<file path="src/rtl/riscv_pkg.sv">
// Shared core-wide constants for the RISC-V pipeline: datapath width,
// bubble encoding and instruction size.
package riscv_pkg;
  localparam int          XLEN       = 64;
  localparam logic [31:0] NOP_INST   = 32'h0000_0013;  // addi x0,x0,0
  localparam int          INST_BYTES = 4;
endpackage

</file>
<file path="src/rtl/instruction_fetch_stage_if.sv">
// Fetch-stage bus: memory address/data, hazard/redirect controls and the IF/ID outputs.
interface instruction_fetch_stage_if #(parameter int XLEN = riscv_pkg::XLEN);
  logic            stall;
  logic            branch_taken;
  logic [XLEN-1:0] branch_target;
  logic [XLEN-1:0] Inst_Address;
  logic [31:0]     Instruction;
  logic [XLEN-1:0] ifid_pc;
  logic [31:0]     ifid_inst;
  logic            ifid_valid;

  modport master (
    input  stall, branch_taken, branch_target, Instruction,
    output Inst_Address, ifid_pc, ifid_inst, ifid_valid
  );

  modport slave (
    output stall, branch_taken, branch_target, Instruction,
    input  Inst_Address, ifid_pc, ifid_inst, ifid_valid
  );
endinterface

</file>
<file path="src/rtl/pc_register.sv">
// Program counter: reset > load > hold > advance by one instruction (modular).
module pc_register
  import riscv_pkg::*;
#(
  parameter int              XLEN     = riscv_pkg::XLEN,
  parameter logic [XLEN-1:0] RESET_PC = '0
) (
  input  logic            clk,
  input  logic            reset,
  input  logic            hold,
  input  logic            load,
  input  logic [XLEN-1:0] load_value,
  output logic [XLEN-1:0] pc
);
  always_ff @(posedge clk) begin
    if (reset)      pc <= RESET_PC;
    else if (load)  pc <= load_value;
    else if (!hold) pc <= pc + XLEN'(INST_BYTES);
  end
endmodule

</file>
<file path="src/rtl/instruction_fetch_stage.sv">
// IF stage: owns the PC, drives the fetch address and registers the fetched
// word with its PC into IF/ID, bubbling on redirect and past end-of-program.
module instruction_fetch_stage
  import riscv_pkg::*;
#(
  parameter int              XLEN     = riscv_pkg::XLEN,
  parameter logic [XLEN-1:0] RESET_PC = '0,
  parameter logic [XLEN-1:0] PC_LIMIT = XLEN'(12),
  parameter logic [31:0]     NOP_INST = riscv_pkg::NOP_INST
) (
  input  logic                       clk,
  input  logic                       reset,
  instruction_fetch_stage_if.master  io
);
  logic [XLEN-1:0] pc;
  logic [XLEN-1:0] redirect_pc;
  logic            in_range;
  logic [31:0]     fetched;

  // Targets are forced word-aligned; no misalign trap is raised.
  assign redirect_pc = {io.branch_target[XLEN-1:2], 2'b00};

  pc_register #(.XLEN(XLEN), .RESET_PC(RESET_PC)) u_pc (
    .clk        (clk),
    .reset      (reset),
    .hold       (io.stall),
    .load       (io.branch_taken),
    .load_value (redirect_pc),
    .pc         (pc)
  );

  assign io.Inst_Address = pc;

  // Reads past the loaded image are never trusted; they become bubbles.
  assign in_range = (pc < PC_LIMIT);
  assign fetched  = in_range ? io.Instruction : NOP_INST;

  always_ff @(posedge clk) begin
    if (reset) begin
      io.ifid_pc    <= '0;
      io.ifid_inst  <= NOP_INST;
      io.ifid_valid <= 1'b0;
    end else if (io.branch_taken) begin
      io.ifid_pc    <= pc;
      io.ifid_inst  <= NOP_INST;
      io.ifid_valid <= 1'b0;
    end else if (!io.stall) begin
      io.ifid_pc    <= pc;
      io.ifid_inst  <= fetched;
      io.ifid_valid <= in_range;
    end
  end
endmodule
</file>
<file path="src/flat_wrapper.sv">
// flat-port wrapper written by rule: the top's interface ports become plain ports
module instruction_fetch_stage_flat import riscv_pkg::*;
#(
  parameter int              XLEN     = riscv_pkg::XLEN,
  parameter logic [XLEN-1:0] RESET_PC = '0,
  parameter logic [XLEN-1:0] PC_LIMIT = XLEN'(12),
  parameter logic [31:0]     NOP_INST = riscv_pkg::NOP_INST
)
  (clk, reset, io_stall, io_branch_taken, io_branch_target, io_Instruction, io_Inst_Address, io_ifid_pc, io_ifid_inst, io_ifid_valid);
  instruction_fetch_stage_if #(.XLEN(XLEN)) io_i ();
  input  logic clk;
  input  logic reset;
  input wire logic [$bits(io_i.stall)-1:0] io_stall;
  input wire logic [$bits(io_i.branch_taken)-1:0] io_branch_taken;
  input wire logic [$bits(io_i.branch_target)-1:0] io_branch_target;
  input wire logic [$bits(io_i.Instruction)-1:0] io_Instruction;
  output wire logic [$bits(io_i.Inst_Address)-1:0] io_Inst_Address;
  output wire logic [$bits(io_i.ifid_pc)-1:0] io_ifid_pc;
  output wire logic [$bits(io_i.ifid_inst)-1:0] io_ifid_inst;
  output wire logic [$bits(io_i.ifid_valid)-1:0] io_ifid_valid;
  assign io_i.stall = io_stall;
  assign io_i.branch_taken = io_branch_taken;
  assign io_i.branch_target = io_branch_target;
  assign io_i.Instruction = io_Instruction;
  assign io_Inst_Address = io_i.Inst_Address;
  assign io_ifid_pc = io_i.ifid_pc;
  assign io_ifid_inst = io_i.ifid_inst;
  assign io_ifid_valid = io_i.ifid_valid;
  instruction_fetch_stage #(.XLEN(XLEN), .RESET_PC(RESET_PC), .PC_LIMIT(PC_LIMIT), .NOP_INST(NOP_INST)) u_core (.clk(clk), .reset(reset), .io(io_i));
endmodule
</file>
<file path="config.mk">
export PLATFORM = sky130hd
export DESIGN_NAME = instruction_fetch_stage_flat
export DESIGN_NICKNAME = d
export VERILOG_FILES = /design/src/rtl/riscv_pkg.sv /design/src/rtl/instruction_fetch_stage_if.sv /design/src/rtl/pc_register.sv /design/src/rtl/instruction_fetch_stage.sv /design/src/flat_wrapper.sv
export SDC_FILE = /design/constraint.sdc
export NUM_CORES = 1
export LEC_CHECK = 0
export BUFFER_PORTS_ARGS = -buffer_cell sky130_fd_sc_hd__buf_2
export CORE_ASPECT_RATIO = 0.9
export CORE_MARGIN = 10
export CORE_UTILIZATION = 25
export DETAILED_ROUTE_END_ITERATION = 8
export GPL_TIMING_DRIVEN = 0
export HOLD_SLACK_MARGIN = 0.03
export PLACE_DENSITY = 0.47
export SLEW_MARGIN = 30
export SYNTH_ARGS = -nofsm -noshare
export SYNTH_HDL_FRONTEND = slang
export SYNTH_SLANG_ARGS = --single-unit
</file>
<file path="constraint.sdc">
create_clock -name clk -period 3.22 [get_ports clk]
set_clock_uncertainty 0.05 [all_clocks]
set_input_delay 0.644 -clock clk [delete_from_list [all_inputs] [get_ports clk]]
set_output_delay 0.644 -clock clk [all_outputs]
set_load 0.02 [all_outputs]
</file>
==> results of run 1 <==
## cells by family after synthesis
logic type	Yosys count
buf+inv	90
simple gates	426
compound gates	170
mux	7
xor+xnor	37
other cells	1
flops	157
fa+ha+maj	1
## registers in the layout, summed over array words and instances (netlist names)
| signal | cells |
|---|---|
| u_core.io.ifid_pc | 62 |
| u_core.io.ifid_valid | 1 |
| u_core.io.ifid_inst | 32 |
| u_core.u_pc.pc | 62 |
## worst min path at each step
| stage | depth (start not counted) | from | to |
|---|---|---|---|
| after global routing | 3 | io_Instruction[25] | u_core.io.ifid_inst[25]$_SDFFE_PP0N_ |
| after detailed placement | 2 | u_core.io.ifid_pc[38]$_SDFFE_PP0P_ | u_core.io.ifid_pc[38]$_SDFFE_PP0P_ |
| after CTS | 3 | io_Instruction[13] | u_core.io.ifid_inst[13]$_SDFFE_PP0N_ |
| final | 3 | io_Instruction[25] | u_core.io.ifid_inst[25]$_SDFFE_PP0N_ |
| after floorplan | 2 | u_core.io.ifid_pc[20]$_SDFFE_PP0P_ | u_core.io.ifid_pc[20]$_SDFFE_PP0P_ |
| after global placement | 2 | u_core.io.ifid_pc[28]$_SDFFE_PP0P_ | u_core.io.ifid_pc[28]$_SDFFE_PP0P_ |
## area by class of cell
type / count / area, um^2
fillers: 3047 / 18500
inverters: 12 / 45.0
plain buffers: 78 / 319
well taps: 360 / 450
clock buffers: 24 / 512
clock inverters: 6 / 130
flip-flops and latches: 157 / 3140
multi-input cells: 645 / 3630
repair buffers: 254 / 1270
diodes: 4 / 10.0
## power by group through the flow
stage / Combinational (mW) / Sequential (mW) / Clock (mW)
after floorplan: 0.256 / 2.26 / 0
after CTS: 0.646 / 2.15 / 2.31
after global placement: 0.640 / 2.19 / 0
after detailed placement: 0.644 / 2.19 / 0
final: 0.635 / 2.15 / 2.26
after global routing: 0.695 / 2.16 / 2.39
## per-layer routing
layer  up-vias  global-route usage [%]  part of all wire (%)
met3        27                    6.78                   8.8
met2       246                    27.6                    46
met1      3552                    22.2                    44
met5         -                       0                  0.21
met4         8                    4.18                  0.97
li1       3714                       -                     -
## per-stage QoR
step	hold slack (ns)	std cells	cell area (um^2)
after floorplan	0.480	892	7130
final	0.388	1540	9510
after detailed placement	0.391	1506	8850
after CTS	0.371	1536	9500
after global routing	0.376	1537	9510
after global placement	0.387	1506	8850
## worst max-delay path, cell delays in order (launching register included)
cell	delay [ns]
sky130_fd_sc_hd__dfxtp_1	0.40
sky130_fd_sc_hd__ha_1	0.32
sky130_fd_sc_hd__nor4_1	0.51
sky130_fd_sc_hd__nand4_1	0.30
sky130_fd_sc_hd__nor4_2	0.69
sky130_fd_sc_hd__clkbuf_1	0.48
sky130_fd_sc_hd__a22oi_1	0.14
sky130_fd_sc_hd__nor2_1	0.11
## layout by cell type (no fill, tap or decap), types with 6 or more instances in the layout
master / instances
sky130_fd_sc_hd__a22oi_1: 29
sky130_fd_sc_hd__or3_1: 8
sky130_fd_sc_hd__xnor2_1: 25
sky130_fd_sc_hd__nor4_1: 28
sky130_fd_sc_hd__nand2_1: 153
sky130_fd_sc_hd__nand4_1: 29
sky130_fd_sc_hd__clkbuf_1: 62
sky130_fd_sc_hd__a21oi_1: 74
sky130_fd_sc_hd__dfxtp_1: 157
sky130_fd_sc_hd__o31ai_1: 6
sky130_fd_sc_hd__buf_2: 261
sky130_fd_sc_hd__or4_1: 12
sky130_fd_sc_hd__clkbuf_16: 17
sky130_fd_sc_hd__nor2b_1: 13
sky130_fd_sc_hd__xor2_1: 12
sky130_fd_sc_hd__nor2_1: 101
sky130_fd_sc_hd__a311oi_1: 11
sky130_fd_sc_hd__clkbuf_8: 6
sky130_fd_sc_hd__o21ai_0: 7
sky130_fd_sc_hd__nor3_1: 15
sky130_fd_sc_hd__mux2i_1: 6
sky130_fd_sc_hd__nand3_1: 25
sky130_fd_sc_hd__and3_1: 6
sky130_fd_sc_hd__a211oi_1: 30
sky130_fd_sc_hd__inv_1: 11
==> results.md, run 1 <==
- The number of distinct library cells after synthesis is 53.
- After floorplanning, the core was divided into 58 placement rows.
- Of all nets on the critical path, the largest fanout is 10.
- The time the worst path needs with I/O delays and setup is 3.07 ns.
- The xor/xnor share of the synthesized area is 4.55%.
- Cells fill 34.0% of the core in the end.
- The switching share of total power is 27.4%.
- For the worst-skew pair, the clock arrives at the later sink with an insertion delay of 0.44 ns.
- The most used standard cell by instance count after synthesis is sky130_fd_sc_hd__dfxtp_1.
- Measured in cells, the most critical reg-to-reg path has a length of 7.
- The internal power of the cells totals 3.66 mW.
- The count of pins on the block boundary is 261.
- The effective utilization at floorplan is 25.4%.
- Dividing the final minimum period by the clock period gives 95.4%.
- The area overhead of the layout relative to synthesis is 33.7%.
- The post-synthesis compound-gate area fraction is 15.5%.
- Post-CTS repair changed the size of 0 cells.
- Power comes to 5.04 mW.
- In this run, synthesis produced a sequential element count of 157.
- The post-synthesis cell type with the largest combined area is sky130_fd_sc_hd__dfxtp_1.
- The startpoint identified for the worst register-to-register timing path is u_core.u_pc.pc[2]$_SDFFE_PP0P_.
- Port buffering added 254 buffers.
- The aggregate routed wire length is 32000 um.
- The worst path meets setup with 0.149 ns of slack.
- The first global-routing pass estimated 48000 um of wire.
- The endpoint identified for the worst register-to-register timing path is u_core.io.ifid_inst[22]$_SDFFE_PP0N_.
- The post-placement setup slack is 0.0610 ns.
- The total leakage power is 3.77 nW.
- Of the post-synthesis cell area, the dominant cell type holds 44.2%.
- The initial antenna violation count is 7.
- The worst-case IR drop observed on VDD is 346 uV.
- The global-route total usage across every layer is 17.6%.
- The die outline height is 180 um.
- The source of the critical timing path is u_core.u_pc.pc[2]$_SDFFE_PP0P_.
- The post-synth design cell area is 7120 um^2.
- The hold buffer count at cts is 0.
- The tree built by TritonCTS fans out to 157 sinks.
- Setup repair after global routing left no endpoint under its margin.
- The worst setup path is captured at a flip-flop.
- Summing the areas of all fa, ha and maj instances in the mapped netlist gives 0.176% of the synthesized area.
- The congestion estimate from routability-driven global placement came to 0.838.
- In the final layout, the share of cells above drive strength 1 is 26.4%.
- The longest clock path from root to sink contains 2 buffers.
- The type of origin of the critical path is a flip-flop.
- The fraction of power consumed by combinational cells is 12.6%.
- The HPWL after detailed placement is 24800 um.
- By area, the combinational part of the netlist is dominated by simple AND/OR/NAND/NOR gates.
- The tightest min-delay check is of the in -> reg type.
- The post-detailed-route DRC marker count is 0.
- The number of setup violations in the final report is 0.
- The die covers 35600 um^2.
- The proportion of power drawn by the clock network is 44.8%.
- The final net count is 1266.
- The CTS tree is done.
- The number of pins with negative max-slew slack in the final report was 0.
- STA puts the critical path data arrival time at 3.39 ns.
- The run finished with clean final reports.
- By area the synthesized netlist is led by sky130_fd_sc_hd__dfxtp_1 (44%), sky130_fd_sc_hd__nand2_1 (8.1%), sky130_fd_sc_hd__nor2_1 (5.3%).
- Adding up every negative setup slack in the final design gives 0 ns.
- The cell chosen for the clock root is sky130_fd_sc_hd__clkbuf_16.
- The number of violations reported at the end of detailed-routing iteration 0 is 418.
- Once the clock tree was built, the setup fixing pass inserted 0 buffers.
- STA puts the critical path data required time at 3.53 ns.
- In the synthesized netlist, the number of instances is 889.
- The detailed router placed 7547 vias in this run.
- After detailed routing, the number of vias per cell comes to 4.90.
- Following the worst setup path forward leads to its endpoint at u_core.io.ifid_inst[22]$_SDFFE_PP0N_.
- After synthesis, the share of cell area in mux cells is 1.00%.
- The tightest slew margin relative to the limit is 41.5%.
- For the pin with the worst max-slew slack, the measured transition is 0.878 ns.
- Sorting the synthesized cells by how often they occur yields sky130_fd_sc_hd__dfxtp_1 (157), sky130_fd_sc_hd__nand2_1 (153), sky130_fd_sc_hd__nor2_1 (101), sky130_fd_sc_hd__a21oi_1 (74), sky130_fd_sc_hd__clkbuf_1 (61).
- The number of search-and-repair iterations in the first detailed-routing pass is 6.
- In this run the power density over the cells is 530 nW/um^2.
- The setup check on the worst reg-to-reg path leaves a slack of 0.15 ns.
- Clock-pin slew was measured on the worst setup and hold paths at 0.07 ns.
- The maximum achievable frequency is 0.326 GHz.
- The total overflow left after global routing is 0.
- The H-tree was split into 4 levels.
- The part of the Yosys area used for sequential elements is 44.2%.
- The critical path is of the reg -> reg type.
- The hold violation count in the final report is 0.
- The post-synthesis async set-or-reset flop share is 0%.
- In this run, CTS created clock tree buffers numbering 17.
- The number of global-route vias before repair is 7535.
- Of the total synthesized cell area, the portion taken by AND, OR, NAND and NOR gates is 29.4%.
- The total of max-cap violations is 0.
- The die is 198 um wide.
- For this run, the leading register cell type out of synthesis is sky130_fd_sc_hd__dfxtp_1.
- The wire length per cell is 20.8 um.
- The net switching component of the power is 1.38 mW.
- The maximum number of pins on one net before global-route repair is 17.
- For this run, the number of Yosys warnings is 0.
- The sequential share of power is 42.6%.
- In this run the standard cell core region covers 28000 um^2.
- The count of antenna-violating nets left after detailed routing is 0.
- The post-synthesis area per instance is 8.00 um^2.
- In this run, synthesis inferred 0 flip-flops with an integrated enable.
(Power assumes the default switching activity.)
==> run 2, diff against run 1 <==
Settings changed: ABC_AREA set to 1, PLACE_DENSITY 0.47 to 0.46.
==> results.md, run 2 <==
- The core region is 32000 um^2.
- The sink count of the clock tree is 157.
- Setup repair after global routing left no endpoint under its margin.
- The data arrival time at the worst-slack endpoint is 2.82 ns.
- After technology mapping, the gate count stands at 1249.
- The number of global-route vias before repair is 8948.
- The mean number of vias per cell is 4.90.
- The cell area that synthesis handed to floorplanning was 8150 um^2.
- The depth of the worst register-to-register path is 9.
- Cells fill 32.9% of the core in the end.
- The number of pins with negative max-slew slack in the final report came to 0.
- The number of filler instances in the final layout is 3709.
- The count of antenna-violating nets left after detailed routing is 0.
- The global-route total usage across every layer is 19.7%.
- The count of flip-flops with a built-in enable after synthesis is 0.
- The total leakage power is 4.39 nW.
- Summed over all failing endpoints, the final setup total negative slack is 0 ns.
- The met1 track demand over resource is 26.3%.
- Port buffering added 253 buffers.
- The hold buffer count at cts is 0.
- Following the worst setup path forward leads to its endpoint at u_core.io.ifid_inst[0]$_SDFFE_PP1N_.
- The layout cell share with drive strength beyond 1 is 22.5%.
- The worst reg2reg path endpoint is u_core.io.ifid_inst[0]$_SDFFE_PP1N_.
- The wire length per cell is 21.0 um.
- The number of search-and-repair iterations in the first detailed-routing pass is 5.
- The number of placement rows is 62.
- The buffering stage count on the worst path with inverters included is 2.
- The count of pins on the block boundary is 261.
- The Yosys step of the flow raised 0 warnings.
- The number of buffers created by CTS is 17.
- In this run the tightest slew margin relative to its limit is 43.1%.
- The time the worst path needs with I/O delays and setup is 2.54 ns.
- The aggregate routed wire length is 41100 um.
- The post-synthesis area per instance is 6.52 um^2.
- For this run, global-route usage on met3 was measured as 4.85%.
- In this run the critical register-to-register path is launched from u_core.u_pc.pc[41]$_SDFFE_PP0P_.
- The final net count is 1625.
- Entering global routing, the biggest net connects 17 pins.
- The number of buffers on the longest clock path is 2.
- The tree is rooted in a sky130_fd_sc_hd__clkbuf_16.
- At the later pin of the worst-skew pair, clock insertion delay measures 0.45 ns.
- In the global route stage, met2 resource usage came out at 31.8%.
- The worst hold path was traced through 3 stages.
- The category of the most critical setup path is reg -> reg.
- The routability congestion estimate from global placement is 0.939.
- The global routing stage identified its most utilized layer as met2.
- In the synthesized netlist the async set-or-reset flop fraction comes to 0%.
- The most used standard cell by instance count after synthesis is sky130_fd_sc_hd__nand2_1.
- The number of distinct library cells after synthesis is 37.
- The worst setup path is launched from a flip-flop.
- The commonest register cell after synthesis is sky130_fd_sc_hd__dfxtp_1.
- The area growth from synthesis to layout is 29.3%.
- The worst supply voltage drop on vdd is 375 uV.
- Ranked by total cell area, the synthesized netlist is headed by sky130_fd_sc_hd__dfxtp_1 (39%), sky130_fd_sc_hd__nand2_1 (13%), sky130_fd_sc_hd__a21oi_1 (9.8%).
- Timing would allow up to 0.394 GHz.
- In the final layout, the registers with the most flip-flops are u_core.io.ifid_pc: 62 flops, u_core.u_pc.pc: 62 flops, u_core.io.ifid_inst: 32 flops.
- TritonCTS built the clock tree.
- The wire-length estimate of the detail-placed layout is 33400 um.
- The critical path goes through inv_1 -> nand3_1 -> nor3_1 -> nand2_1 -> nor2_1 -> buf_2 -> nand2_1 -> o21bai_1 -> nand2_1.
- Across the run, the number of max-cap violations was 0.
- The worst setup path is captured at a flip-flop.
- The final critical path takes up 78.8% of the cycle.
- The tightest hold path in the finished design has a slack of 0.366 ns.
- The number of violations reported at the end of detailed-routing iteration 0 is 798.
- Setup slack on the critical path of the routed design comes to 0.682 ns.
- The top-area cell type share of the netlist area is 38.6%.
- Clock-pin slew was measured on the worst setup and hold paths at 0.07 ns.
- For this design the ratio of total power to cell area is 484 nW/um^2.
- In this design, the largest share of critical-path delay is due to simple AND/OR/NAND/NOR gates.
- The hold violation count in the final report is 0.
- Leaving out fill and tap cells, the most frequent cell in the layout is sky130_fd_sc_hd__nand2_1.
- The initial antenna violation count is 0.
- The detailed router placed 9566 vias in this run.
- The number of gates resized after CTS was 0.
- After detailed routing, the number of remaining DRC violations is 0.
- The run finished with clean final reports.
- The part of the Yosys area used for sequential elements is 38.6%.
- The overall overflow remaining after global route is 0.
- Counting buffers and inverters, the worst setup path is 9 cells deep.
- The effective utilization at floorplan is 25.4%.
- The total power of the final layout is 5.10 mW.
- The largest stage delay on the critical path is 0.40 ns.
- The critical path starts at u_core.u_pc.pc[41]$_SDFFE_PP0P_.
- In this run the horizontal extent of the chip is 210 um.
- The peak fanout along the critical path is 10.
- The transition time at the pin with the least slew margin is 0.853 ns.
- The post-synthesis cell type with the largest combined area is sky130_fd_sc_hd__dfxtp_1.
- The count of state elements after synthesis is 157.
- The type of the worst min-delay path is in -> reg.
- The die outline height is 191 um.
- The clock tree synthesis step divided the H-tree into 4 levels.
- Among all stages on the critical path, the largest delay is contributed by sky130_fd_sc_hd__dfxtp_1.
- The floorplan step defined a die boundary enclosing 40200 um^2.
- Counting instances in the post-synthesis netlist gives the leading cell types as sky130_fd_sc_hd__nand2_1 (285), sky130_fd_sc_hd__nor2_1 (175), sky130_fd_sc_hd__a21oi_1 (160), sky130_fd_sc_hd__dfxtp_1 (157), sky130_fd_sc_hd__o21ai_0 (136).
- The post-placement setup slack is 0.568 ns.
- The library cell appearing most often on the critical path is sky130_fd_sc_hd__nand2_1.
- The library cells used most frequently in the layout, excluding fill and tap cells, are sky130_fd_sc_hd__nand2_1 (285), sky130_fd_sc_hd__buf_2 (268), sky130_fd_sc_hd__nor2_1 (175), sky130_fd_sc_hd__a21oi_1 (160), sky130_fd_sc_hd__dfxtp_1 (157).
- The global-route wire length before repair is 59000 um.
- Setup violations remaining at the end of the flow were counted as 0.
- The worst setup slack for register-to-register paths is 0.68 ns.
- Once the clock tree was built, the setup fixing pass inserted 0 buffers.
- The data required time of the critical path is 3.50 ns.
run 2: cell types whose count changed in the layout (fill, tap and decap cells not counted), moves of 14 or more:
cell                       previous run  this run
sky130_fd_sc_hd__a31oi_1              1        15
sky130_fd_sc_hd__xnor2_1             25         4
sky130_fd_sc_hd__o21ai_0              7       136
sky130_fd_sc_hd__nor4_1              28         4
sky130_fd_sc_hd__nand2_1            153       285
sky130_fd_sc_hd__inv_1               11        70
sky130_fd_sc_hd__clkbuf_1            62        46
sky130_fd_sc_hd__nor2_1             101       175
sky130_fd_sc_hd__a21oi_1             74       160
sky130_fd_sc_hd__nand3_1             25        83
sky130_fd_sc_hd__a211oi_1            30         3
sky130_fd_sc_hd__a22oi_1             29         0
run 2: worst min-delay path by stage:
| stage | from | to | slack [ns] |
|---|---|---|---|
| after floorplan | u_core.io.ifid_inst[31]$_SDFFE_PP0N_ | u_core.io.ifid_inst[31]$_SDFFE_PP0N_ | 0.48 |
| after global routing | io_Instruction[1] | u_core.io.ifid_inst[1]$_SDFFE_PP1N_ | 0.37 |
| after detailed placement | u_core.io.ifid_inst[23]$_SDFFE_PP0N_ | u_core.io.ifid_inst[23]$_SDFFE_PP0N_ | 0.40 |
| after global placement | u_core.io.ifid_inst[31]$_SDFFE_PP0N_ | u_core.io.ifid_inst[31]$_SDFFE_PP0N_ | 0.39 |
| after CTS | io_Instruction[1] | u_core.io.ifid_inst[1]$_SDFFE_PP1N_ | 0.35 |
| final | io_Instruction[4] | u_core.io.ifid_inst[4]$_SDFFE_PP1N_ | 0.37 |
run 2: logic make-up after synthesis:
family | count (synthesis) | synth area share (%)
AND/OR/NAND/NOR | 604 | 31.7
XOR/XNOR | 12 | 1.29
other | 1 | 0.0460
AO/OA/AOI/OAI | 327 | 20.8
flip-flops | 157 | 38.6
adder cells (fa/ha/maj) | 1 | 0.154
buffers and inverters | 147 | 7.50
run 2: through the flow:
stage	std cells	area [um^2]
final	1954	10500
after global routing	1953	10500
after CTS	1953	10500
after detailed placement	1921	9940
after global placement	1921	9940
after floorplan	1252	8160
run 2: worst register-to-register path, cell delays in order, from the launching register on:
cell and delay, ns:
sky130_fd_sc_hd__dfxtp_1 0.40, sky130_fd_sc_hd__inv_1 0.24, sky130_fd_sc_hd__nand3_1 0.13, sky130_fd_sc_hd__nor3_1 0.39
sky130_fd_sc_hd__nand2_1 0.21, sky130_fd_sc_hd__nor2_1 0.35, sky130_fd_sc_hd__buf_2 0.30, sky130_fd_sc_hd__nand2_1 0.15
sky130_fd_sc_hd__o21bai_1 0.15, sky130_fd_sc_hd__nand2_1 0.06
run 2: final cells by class:
class                      instances  area, um^2  area share [%]
multi-input combinational        948        4400            41.8
timing repair buffer             253        1270            12.0
tap                              416         520            4.94
inverter                          77         289            2.75
clock buffer                      19         453            4.30
antenna                            1        2.50          0.0238
buffer                            70         322            3.05
sequential                       157        3140            29.9
clock inverter                    13         130            1.24
run 2: layer usage:
| metal | routed length [um] | vias up | share of wire [%] |
|---|---|---|---|
| li1 | - | 4700 | - |
| met1 | 18700 | 4537 | 45 |
| met2 | 19100 | 308 | 47 |
| met3 | 2990 | 21 | 7.3 |
| met4 | 301 | 0 | 0.73 |
| met5 | 0 | - | 0 |
run 2: report_power, final:
| group | switching, mW | total, mW | internal (mW) |
|---|---|---|---|
| combinational | 0.556 | 0.813 | 0.257 |
| clock | 0.954 | 2.08 | 1.12 |
| sequential | 0.151 | 2.21 | 2.05 |
| total | 1.66 | 5.10 | 3.43 |
